### config.mk
export PLATFORM = sky130hd
export DESIGN_NAME = dac_spi_writer
export DESIGN_NICKNAME = d
export VERILOG_FILES = /design/src/rtl/dac_spi_writer.sv
export SDC_FILE = /design/constraint.sdc
export NUM_CORES = 1
export LEC_CHECK = 0
export BUFFER_PORTS_ARGS = -buffer_cell sky130_fd_sc_hd__buf_2
export CELL_PAD_IN_SITES_DETAIL_PLACEMENT = 1
export CELL_PAD_IN_SITES_GLOBAL_PLACEMENT = 1
export CORE_MARGIN = 1
export CORE_UTILIZATION = 48
export DETAILED_ROUTE_END_ITERATION = 8
export GPL_TIMING_DRIVEN = 0
export PLACE_DENSITY_LB_ADDON = 0.1
export SLEW_MARGIN = 5
export SYNTH_ARGS = -nofsm -noshare
export SYNTH_HDL_FRONTEND = slang
export SYNTH_SLANG_ARGS = --single-unit
### constraint.sdc
create_clock -name clk -period 4.8 [get_ports clk]
set_input_delay 0.96 -clock clk [delete_from_list [all_inputs] [get_ports clk]]
set_output_delay 0.96 -clock clk [all_outputs]
set_load 0.03 [all_outputs]
### src/rtl/dac_spi_writer.sv
// rtl/dac_spi_writer.sv - serialises 12-bit samples into 16-bit MCP4921-style SPI write frames
// Optional LDAC commit pulse is built when DAC_LDAC_PULSE_EN is defined; otherwise dac_ldac_n is tied low.
module dac_spi_writer #(
  parameter int unsigned CLK_DIV = 2,
  parameter logic [3:0]  DAC_CFG = 4'b0011
) (
  input  logic        clk,
  input  logic        rst_n,
  input  logic [11:0] sample,
  input  logic        sample_valid,
  output logic        sample_ready,
  output logic        busy,
  output logic        dac_cs_n,
  output logic        dac_sclk,
  output logic        dac_mosi,
  output logic        dac_ldac_n
);

  typedef enum logic [2:0] {
    S_IDLE,
    S_SETUP,
    S_SHIFT,
    S_HOLD,
    S_GAP
`ifdef DAC_LDAC_PULSE_EN
    , S_LDAC
`endif
  } state_t;

  localparam logic [7:0] DIV_LAST  = 8'(CLK_DIV - 1);
`ifdef DAC_LDAC_PULSE_EN
  localparam logic       LDAC_IDLE = 1'b1;
`else
  localparam logic       LDAC_IDLE = 1'b0;
`endif

  state_t      state, state_n;
  logic [7:0]  phase_cnt, phase_n;
  logic [3:0]  bit_cnt, bit_n;
  logic        sclk_hi, sclk_hi_n;
  logic [15:0] shreg, shreg_n;
  logic        cs_n_d, sclk_d, mosi_d, ldac_n_d;
  logic        phase_done;

  assign phase_done   = (phase_cnt == DIV_LAST);
  assign sample_ready = (state == S_IDLE);
  assign busy         = !sample_ready;

  always_ff @(posedge clk or negedge rst_n) begin
    if (!rst_n) begin
      state      <= S_IDLE;
      phase_cnt  <= 8'd0;
      bit_cnt    <= 4'd0;
      sclk_hi    <= 1'b0;
      shreg      <= 16'd0;
      dac_cs_n   <= 1'b1;
      dac_sclk   <= 1'b0;
      dac_mosi   <= 1'b0;
      dac_ldac_n <= LDAC_IDLE;
    end else begin
      state      <= state_n;
      phase_cnt  <= phase_n;
      bit_cnt    <= bit_n;
      sclk_hi    <= sclk_hi_n;
      shreg      <= shreg_n;
      dac_cs_n   <= cs_n_d;
      dac_sclk   <= sclk_d;
      dac_mosi   <= mosi_d;
      dac_ldac_n <= ldac_n_d;
    end
  end

  always_comb begin
    state_n   = state;
    phase_n   = phase_cnt;
    bit_n     = bit_cnt;
    sclk_hi_n = sclk_hi;
    shreg_n   = shreg;
    if (state != S_IDLE) begin
      phase_n = phase_done ? 8'd0 : phase_cnt + 8'd1;
    end
    case (state)
      S_IDLE: begin
        if (sample_valid) begin
          state_n = S_SETUP;
          phase_n = 8'd0;
          shreg_n = {DAC_CFG, sample};
        end
      end
      S_SETUP: begin
        if (phase_done) begin
          state_n   = S_SHIFT;
          bit_n     = 4'd0;
          sclk_hi_n = 1'b0;
        end
      end
      S_SHIFT: begin
        // The next bit is presented on the same edge that drops SCLK, so MOSI only moves in the low phase.
        if (phase_done) begin
          if (!sclk_hi) begin
            sclk_hi_n = 1'b1;
          end else if (bit_cnt == 4'd15) begin
            state_n   = S_HOLD;
            sclk_hi_n = 1'b0;
          end else begin
            bit_n     = bit_cnt + 4'd1;
            sclk_hi_n = 1'b0;
            shreg_n   = {shreg[14:0], 1'b0};
          end
        end
      end
      S_HOLD: begin
        if (phase_done) begin
`ifdef DAC_LDAC_PULSE_EN
          state_n = S_LDAC;
`else
          state_n = S_GAP;
`endif
        end
      end
`ifdef DAC_LDAC_PULSE_EN
      S_LDAC: begin
        if (phase_done) state_n = S_GAP;
      end
`endif
      S_GAP: begin
        if (phase_done) state_n = S_IDLE;
      end
      default: state_n = S_IDLE;
    endcase
  end

  // Pin values are decoded from the next state so they land in registers alongside it.
  always_comb begin
    cs_n_d   = 1'b1;
    sclk_d   = 1'b0;
    mosi_d   = 1'b0;
    ldac_n_d = LDAC_IDLE;
    case (state_n)
      S_SETUP, S_SHIFT, S_HOLD: begin
        cs_n_d = 1'b0;
        mosi_d = shreg_n[15];
      end
      default: ;
    endcase
    if (state_n == S_SHIFT) sclk_d = sclk_hi_n;
`ifdef DAC_LDAC_PULSE_EN
    if (state_n == S_LDAC) ldac_n_d = 1'b0;
`endif
  end

endmodule

==> qor.txt, run 1 <==
status: completed
syn_area_per_cell: 10.6 sq um
HP Start: shreg[15]
Final Wtd Congestion: 0.805
largest net degree at the start of global routing: 36
unrepaired setup endpoints after global routing: false
prevailing post-synth register cell: dfrtp_1
Post-synth ARST share: 100%
Die W: 63.2 um
Worst Path Required: 3840 ps
worst hold endpoint: shreg[15]
Hold Path Stages: 2
worst hold path type: reg -> reg
Critical Path Stages: 5
Synth Instances: 170
grt ovf: 0
CTS H-tree depth: 2
Commonest cells post-synth: 34 x dfrtp_1, 14 x and3_1, 13 x a221o_1, 13 x nand2_1, 9 x o21ai_0
Clock transition at path regs: 70 ps
Worst Max-Slew Pin Slew: 777 ps
Sequential Power Share: 36.3%
CP max-delay cell: dfrtp_1
detailed-route DRC error count: 0
adder-cell share of the synthesized area: 2.79%
Fmax: 343 MHz
hpwl dp: 3290 um
vias in the first global route: 1590
initial antenna violation count: 0
1st-iter DRT viols: 120
Area growth syn-to-layout: 14.1%
top cell type's share of synthesized area: 47.4%
most frequent CP cell: buf_2
P_sw: 0.579 mW
hold-fix buffers at CTS: 0
Ys Warns: 0
power density cells: 678 nW/um^2
Worst VDD drop: 0.284 mV
Mapped Nets: 189
CTS sink count: 35
R2R Setup Slk: 2210 ps
Die ar.: 3990 sq um
Top Ports: 21
routed length per instance: 18.8 um
layout cells sized above 1: 23.9%
Clk Latency, worst-skew pair: 290 ps
FILL cells: 423
Clock power frac: 17.2%
Routed WL: 4560 um
# setup viols final: 0
vias: 1478
initial core utilization: 51.8%
worst path bufs/invs: 4
Setup TNS Final: 0 ps
Post-CTS Setup Inserts: 0
Finished Layout Cells: 243
EDFF count, synth: 0
vias per inst: 6.08
xor-xnor portion of the synthesized cell area: 0.976%
Die Y-Extent: 63.2 um
P_leak: 0.952 nW
proportion of synthesized area in mux cells: 2.65%
Worst R2R Start: phase_cnt[1]
Synth Register Bits: 35
Tcrit/Tclk final: 60.7%
DRT antenna net count: 0
Setup WS post-layout: 1890 ps
CTS buffer count: 5
largest area contributor in the netlist: dfrtp_1
switching share of power: 41.7%
Internal Power: 0.809 mW
most frequent cell after synthesis: dfrtp_1
WS Path Type: reg -> out
first-pass GRT wire length: 7760 um
input/output buffers: 19
core area: 3470 sq um
CP endpoint kind: output port
Sequential cell area: 877 sq um
Compound-Gate Fraction of Synth Area: 20.6%
main combinational cell family by area after synthesis: compound AO/OA/AOI/OAI gates
combinational share of power: 46.4%
final hold viol count: 0
CP top delay family: buffers and inverters
crit path max fanout: 10
Rel. slew slack: 48.2%
R2R depth: 10
row count: 21
Post-Synth Simple-Gate Area: 20.0%
CP startpoint kind: register
worst-path cell chain: or3_1 -> buf_2 -> inv_2 -> clkbuf_1 -> buf_2
Max-Cap Viols: 0
DRT Pass-1 Iters: 4
Fin Clk Skew: 6.99 ps
Area contributors post-synth: dfrtp_1 47%, a221o_1 7.2%, and3_1 4.9%
crit path time final: 2910 ps
area of the multi-input gates: 848 sq um
CP max stage delay: 420 ps
TritonCTS clock tree: built
final net count: 215
crit path DAT: 1950 ps
Root Driver: clkbuf_8
# diodes: 0
synth unique cells: 49
Worst R2R End: dac_sclk
GRT Total Usage: 25.6%
maximum root-to-sink buffer count: 2
max-slew violation count: 0
sequential fraction of the synthesis area: 48.9%
Cells after DPL: 235
Post-Syn Area: 1800 sq um
cts repair resizes: 0
Place WS: 2210 ps
[worst register-to-register path: stages, from the launching register on]
cell	delay, ps
dfrtp_1	420
inv_1	70
ha_1	140
nor4b_4	460
and2_4	320
inv_4	60
ha_1	260
nor3b_1	130
o21ai_0	150
o221a_2	220
nor4b_1	250
[stage by stage]
stage               hold WS (ps)  total power, mW  instance area, sq um  util, %
global placement             481             1.09                  1950     56.2
CTS                          503             1.38                  2050     59.1
detailed placement           494             1.14                  1950     56.2
global route                 526             1.47                  2050     59.1
floorplan                    457            0.962                  1800        -
finish                       512             1.39                  2050     59.1
[cell families (layout without fill, tap and decap cells)]
kind of cell / after synthesis / after routing
simple gates: 62 / 62
compound gates: 46 / 46
flops: 35 / 35
buf+inv: 16 / 43
fa+ha+maj: 4 / 4
mux: 4 / 4
xor+xnor: 2 / 2
other cells: 1 / 1
[how the worst max path moves through the flow]
| stage | from | to | slack, ps |
|---|---|---|---|
| 6_report | state[1] | sample_ready | 1890 |
| 5_1_grt | state[1] | sample_ready | 1790 |
| 4_1_cts | state[1] | sample_ready | 1900 |
| 3_5_place_dp | state[1] | sample_ready | 2210 |
| 3_3_place_gp | state[1] | sample_ready | 2240 |
| 2_1_floorplan | state[1] | sample_ready | 2390 |
[cell usage in the layout, fill, tap and decap left out, types with 2 or more instances in the layout]
| cell | instances |
|---|---|
| nor2_1 | 7 |
| a211oi_1 | 2 |
| or3_1 | 3 |
| xnor2_1 | 2 |
| a221o_1 | 13 |
| a22o_1 | 3 |
| clkbuf_1 | 6 |
| ha_1 | 4 |
| nor3_1 | 2 |
| nand4_1 | 2 |
| buf_2 | 22 |
| mux2_2 | 2 |
| inv_1 | 5 |
| nand2_1 | 13 |
| nand3_1 | 7 |
| o21ai_0 | 9 |
| o22ai_1 | 2 |
| nor2b_1 | 3 |
| and3_1 | 14 |
| clkbuf_8 | 7 |
| a21oi_1 | 7 |
| dfrtp_1 | 34 |
[power groups by stage]
stage / logic (mW) / clock network, mW / registers, mW
2_1_floorplan: 0.472 / 0 / 0.489
3_3_place_gp: 0.600 / 0 / 0.493
3_5_place_dp: 0.640 / 0 / 0.505
4_1_cts: 0.643 / 0.241 / 0.501
5_1_grt: 0.710 / 0.250 / 0.515
6_report: 0.644 / 0.239 / 0.504
[sequential cells by signal, summed over array words and instances, names as in the netlist]
signal	flops
phase_cnt	8
bit_cnt	4
sclk_hi	1
state	3
dac_mosi	1
dac_sclk	1
shreg	16
dac_cs_n	1
[area by class of cell]
cell class	instances	area share [%]
sequential	35	42.8
inverter	7	1.41
clock buffer	8	4.89
tap	46	2.81
timing repair buffer	19	4.64
multi-input combinational	119	41.4
buffer	9	2.02
[metal layers]
| layer | share of wire [%] | up-vias | wire length [um] | global-route usage [%] |
|---|---|---|---|---|
| li1 | - | 696 | - | - |
| met1 | 43 | 740 | 1960 | 30.0 |
| met2 | 52 | 33 | 2350 | 45.4 |
| met3 | 3.6 | 9 | 166 | 5.07 |
| met4 | 1.6 | 0 | 75 | 10.5 |
| met5 | 0 | - | 0 | 0 |
Note: power is estimated with default switching activity, not from simulation.
==> run 2, diff against run 1 <==
Settings changed: CORE_UTILIZATION 48 to 41.
Clock period 4.8 ns to 2.5 ns, I/O delays scaled along.
==> qor.txt, run 2 (same netlist as run 1, synthesis figures left out) <==
status: completed (unchanged)
DRT Pass-1 Iters: 4 (unchanged)
maximum root-to-sink buffer count: 2 (unchanged)
CTS H-tree depth: 2 (unchanged)
layout cells sized above 1: 24.4% (was 23.9%)
crit path DAT: 2430 ps (was 1950 ps)
most frequent cells in the layout: 34 x dfrtp_1, 22 x buf_2, 14 x and3_1 (unchanged)
TritonCTS clock tree: built (unchanged)
initial antenna violation count: 0 (unchanged)
largest net degree at the start of global routing: 36 (unchanged)
Rel. slew slack: 47.6% (was 48.2%)
first-pass GRT wire length: 7200 um (was 7760 um)
Clock transition at path regs: 70 ps (about the same)
Max-Cap Viols: 0 (unchanged)
Clk Latency, worst-skew pair: 280 ps (was 290 ps)
initial core utilization: 43.6% (was 51.8%)
Top Ports: 21 (unchanged)
routed length per instance: 17.5 um (was 18.8 um)
vias in the first global route: 1492 (was 1590)
crit path max fanout: 5 (was 10)
CP startpoint kind: register (unchanged)
# diodes: 0 (unchanged)
Area after DPL: 1950 sq um (about the same)
GRT Total Usage: 21.4% (was 25.6%)
crit path time final: 2250 ps
core area: 4120 sq um (was 3470 sq um)
Worst Path Required: 2680 ps (was 3840 ps)
Routed WL: 4310 um (was 4560 um)
final net count: 215 (unchanged)
Die ar.: 4650 sq um (was 3990 sq um)
Fin Clk Skew: 7.56 ps (was 6.99 ps)
row count: 23 (was 21)
Root Driver: clkbuf_8 (unchanged)
input/output buffers: 19 (unchanged)
Power Total: 2.57 mW (was 1.39 mW)
Die W: 68.2 um (was 63.2 um)
vias per inst: 5.87 (was 6.08)
CP endpoint kind: register (was output port)
R2R Setup Slk: 250 ps (was 2210 ps)
CTS sink count: 35 (unchanged)
Core Util, Final: 49.8% (was 59.1%)
Place WS: -38.0 ps (was 2210 ps)
Tcrit/Tclk final: 90.2%
1st-iter DRT viols: 79 (was 120)
largest register by flop count: shreg (unchanged)
Worst Max-Slew Pin Slew: 787 ps (was 777 ps)
power density cells: 1250 nW/um^2 (was 678 nW/um^2)
hpwl dp: 3170 um (was 3290 um)
Worst VDD drop: 0.540 mV (was 0.284 mV)
Setup TNS Final: 0 ps (unchanged)
worst hold path type: in -> async (was reg -> reg)
WS Path Type: reg -> reg (was reg -> out)
final hold viol count: 0 (unchanged)
unrepaired setup endpoints after global routing: false (unchanged)
Fmax: 444 MHz
Worst R2R End: dac_sclk (unchanged)
Die Y-Extent: 68.2 um (was 63.2 um)
Final Cell Area: 2050 sq um (unchanged)
hold-fix buffers at CTS: 0 (unchanged)
# setup viols final: 0 (unchanged)
detailed-route DRC error count: 0 (unchanged)
Worst R2R Start: phase_cnt[1] (unchanged)
Setup WS post-layout: 245 ps (was 1890 ps)
CTS buffer count: 5 (unchanged)
Setup crit start: phase_cnt[1] (was state[1])
commonest non-fill, non-tap cell in the layout: dfrtp_1 (unchanged)
Area growth syn-to-layout: 14.1% (unchanged)
grt ovf: 0 (unchanged)
Final Wtd Congestion: 0.850 (was 0.805)
R2R depth: 10 (unchanged)
P_leak: 0.950 nW (was 0.952 nW)
Largest register FFs: 16 (unchanged)
top flop regs: shreg: 16 flops, phase_cnt: 8 flops, bit_cnt: 4 flops (unchanged)
DRT antenna net count: 0 (unchanged)
vias: 1449 (was 1478)
max-slew violation count: 0 (unchanged)
[run 2: cell count changes in the layout (fill, tap and decap cells not counted), sizes merged]
cell,before,now
clkinvlp,0,1
clkinv,0,1
clkbuf,13,10
buf,23,24
[run 2: timing repair]
action,CTS,global route
endpoints found under the hold margin,0,0
gates resized for setup,0,1
buffers inserted,1,0
pin swaps,0,1
setup endpoints to repair,1,2
[run 2: how the worst max path moves through the flow]
| stage | endpoint | slack (ps) | cells after the start |
|---|---|---|---|
| 6_report | dac_sclk | 250 | 10 |
| 2_1_floorplan | dac_sclk | 310 | 10 |
| 5_1_grt | dac_sclk | 3 | 10 |
| 3_5_place_dp | dac_sclk | -40 | 10 |
| 3_3_place_gp | dac_sclk | 30 | 10 |
| 4_1_cts | sample_ready | 30 | 5 |
[run 2: worst max-delay path, stage by stage, from the launching register on]
cell	delay, ps
dfrtp_1	420
inv_1	70
ha_1	130
nor4b_4	230
and2_4	260
inv_4	60
ha_1	260
nor3b_1	130
o21ai_0	170
o221a_2	210
nor4b_1	210
[run 2: per-stage QoR]
stage                     hold WS, ps  std cells
after floorplan                   204        170
after CTS                         315        248
after global placement            480        239
after detailed placement          487        239
after global routing              356        247
final                             292        247
[run 2: area by class of cell]
type	count	area, sq um
multi-input combinational	119	855
buffer	8	37.5
clock inverter	2	12.5
clock buffer	6	72.6
fill	469	2070
inverter	7	28.8
sequential	35	877
timing repair buffer	20	103
tap	50	62.6
[run 2: report_power, final]
part	switching, mW	internal [mW]	total [mW]
Clock	0.202	0.195	0.396
Sequential	0.173	0.785	0.957
Combinational	0.695	0.521	1.22
Total	1.07	1.50	2.57
[run 2: metal layers]
layer / up-vias / GRT usage, % / share of wire [%]
met5: - / 0 / 0
met4: 0 / 7.03 / 1.3
met3: 6 / 5.00 / 2.4
met2: 13 / 34.2 / 48
met1: 740 / 28.1 / 48
li1: 690 / - / -
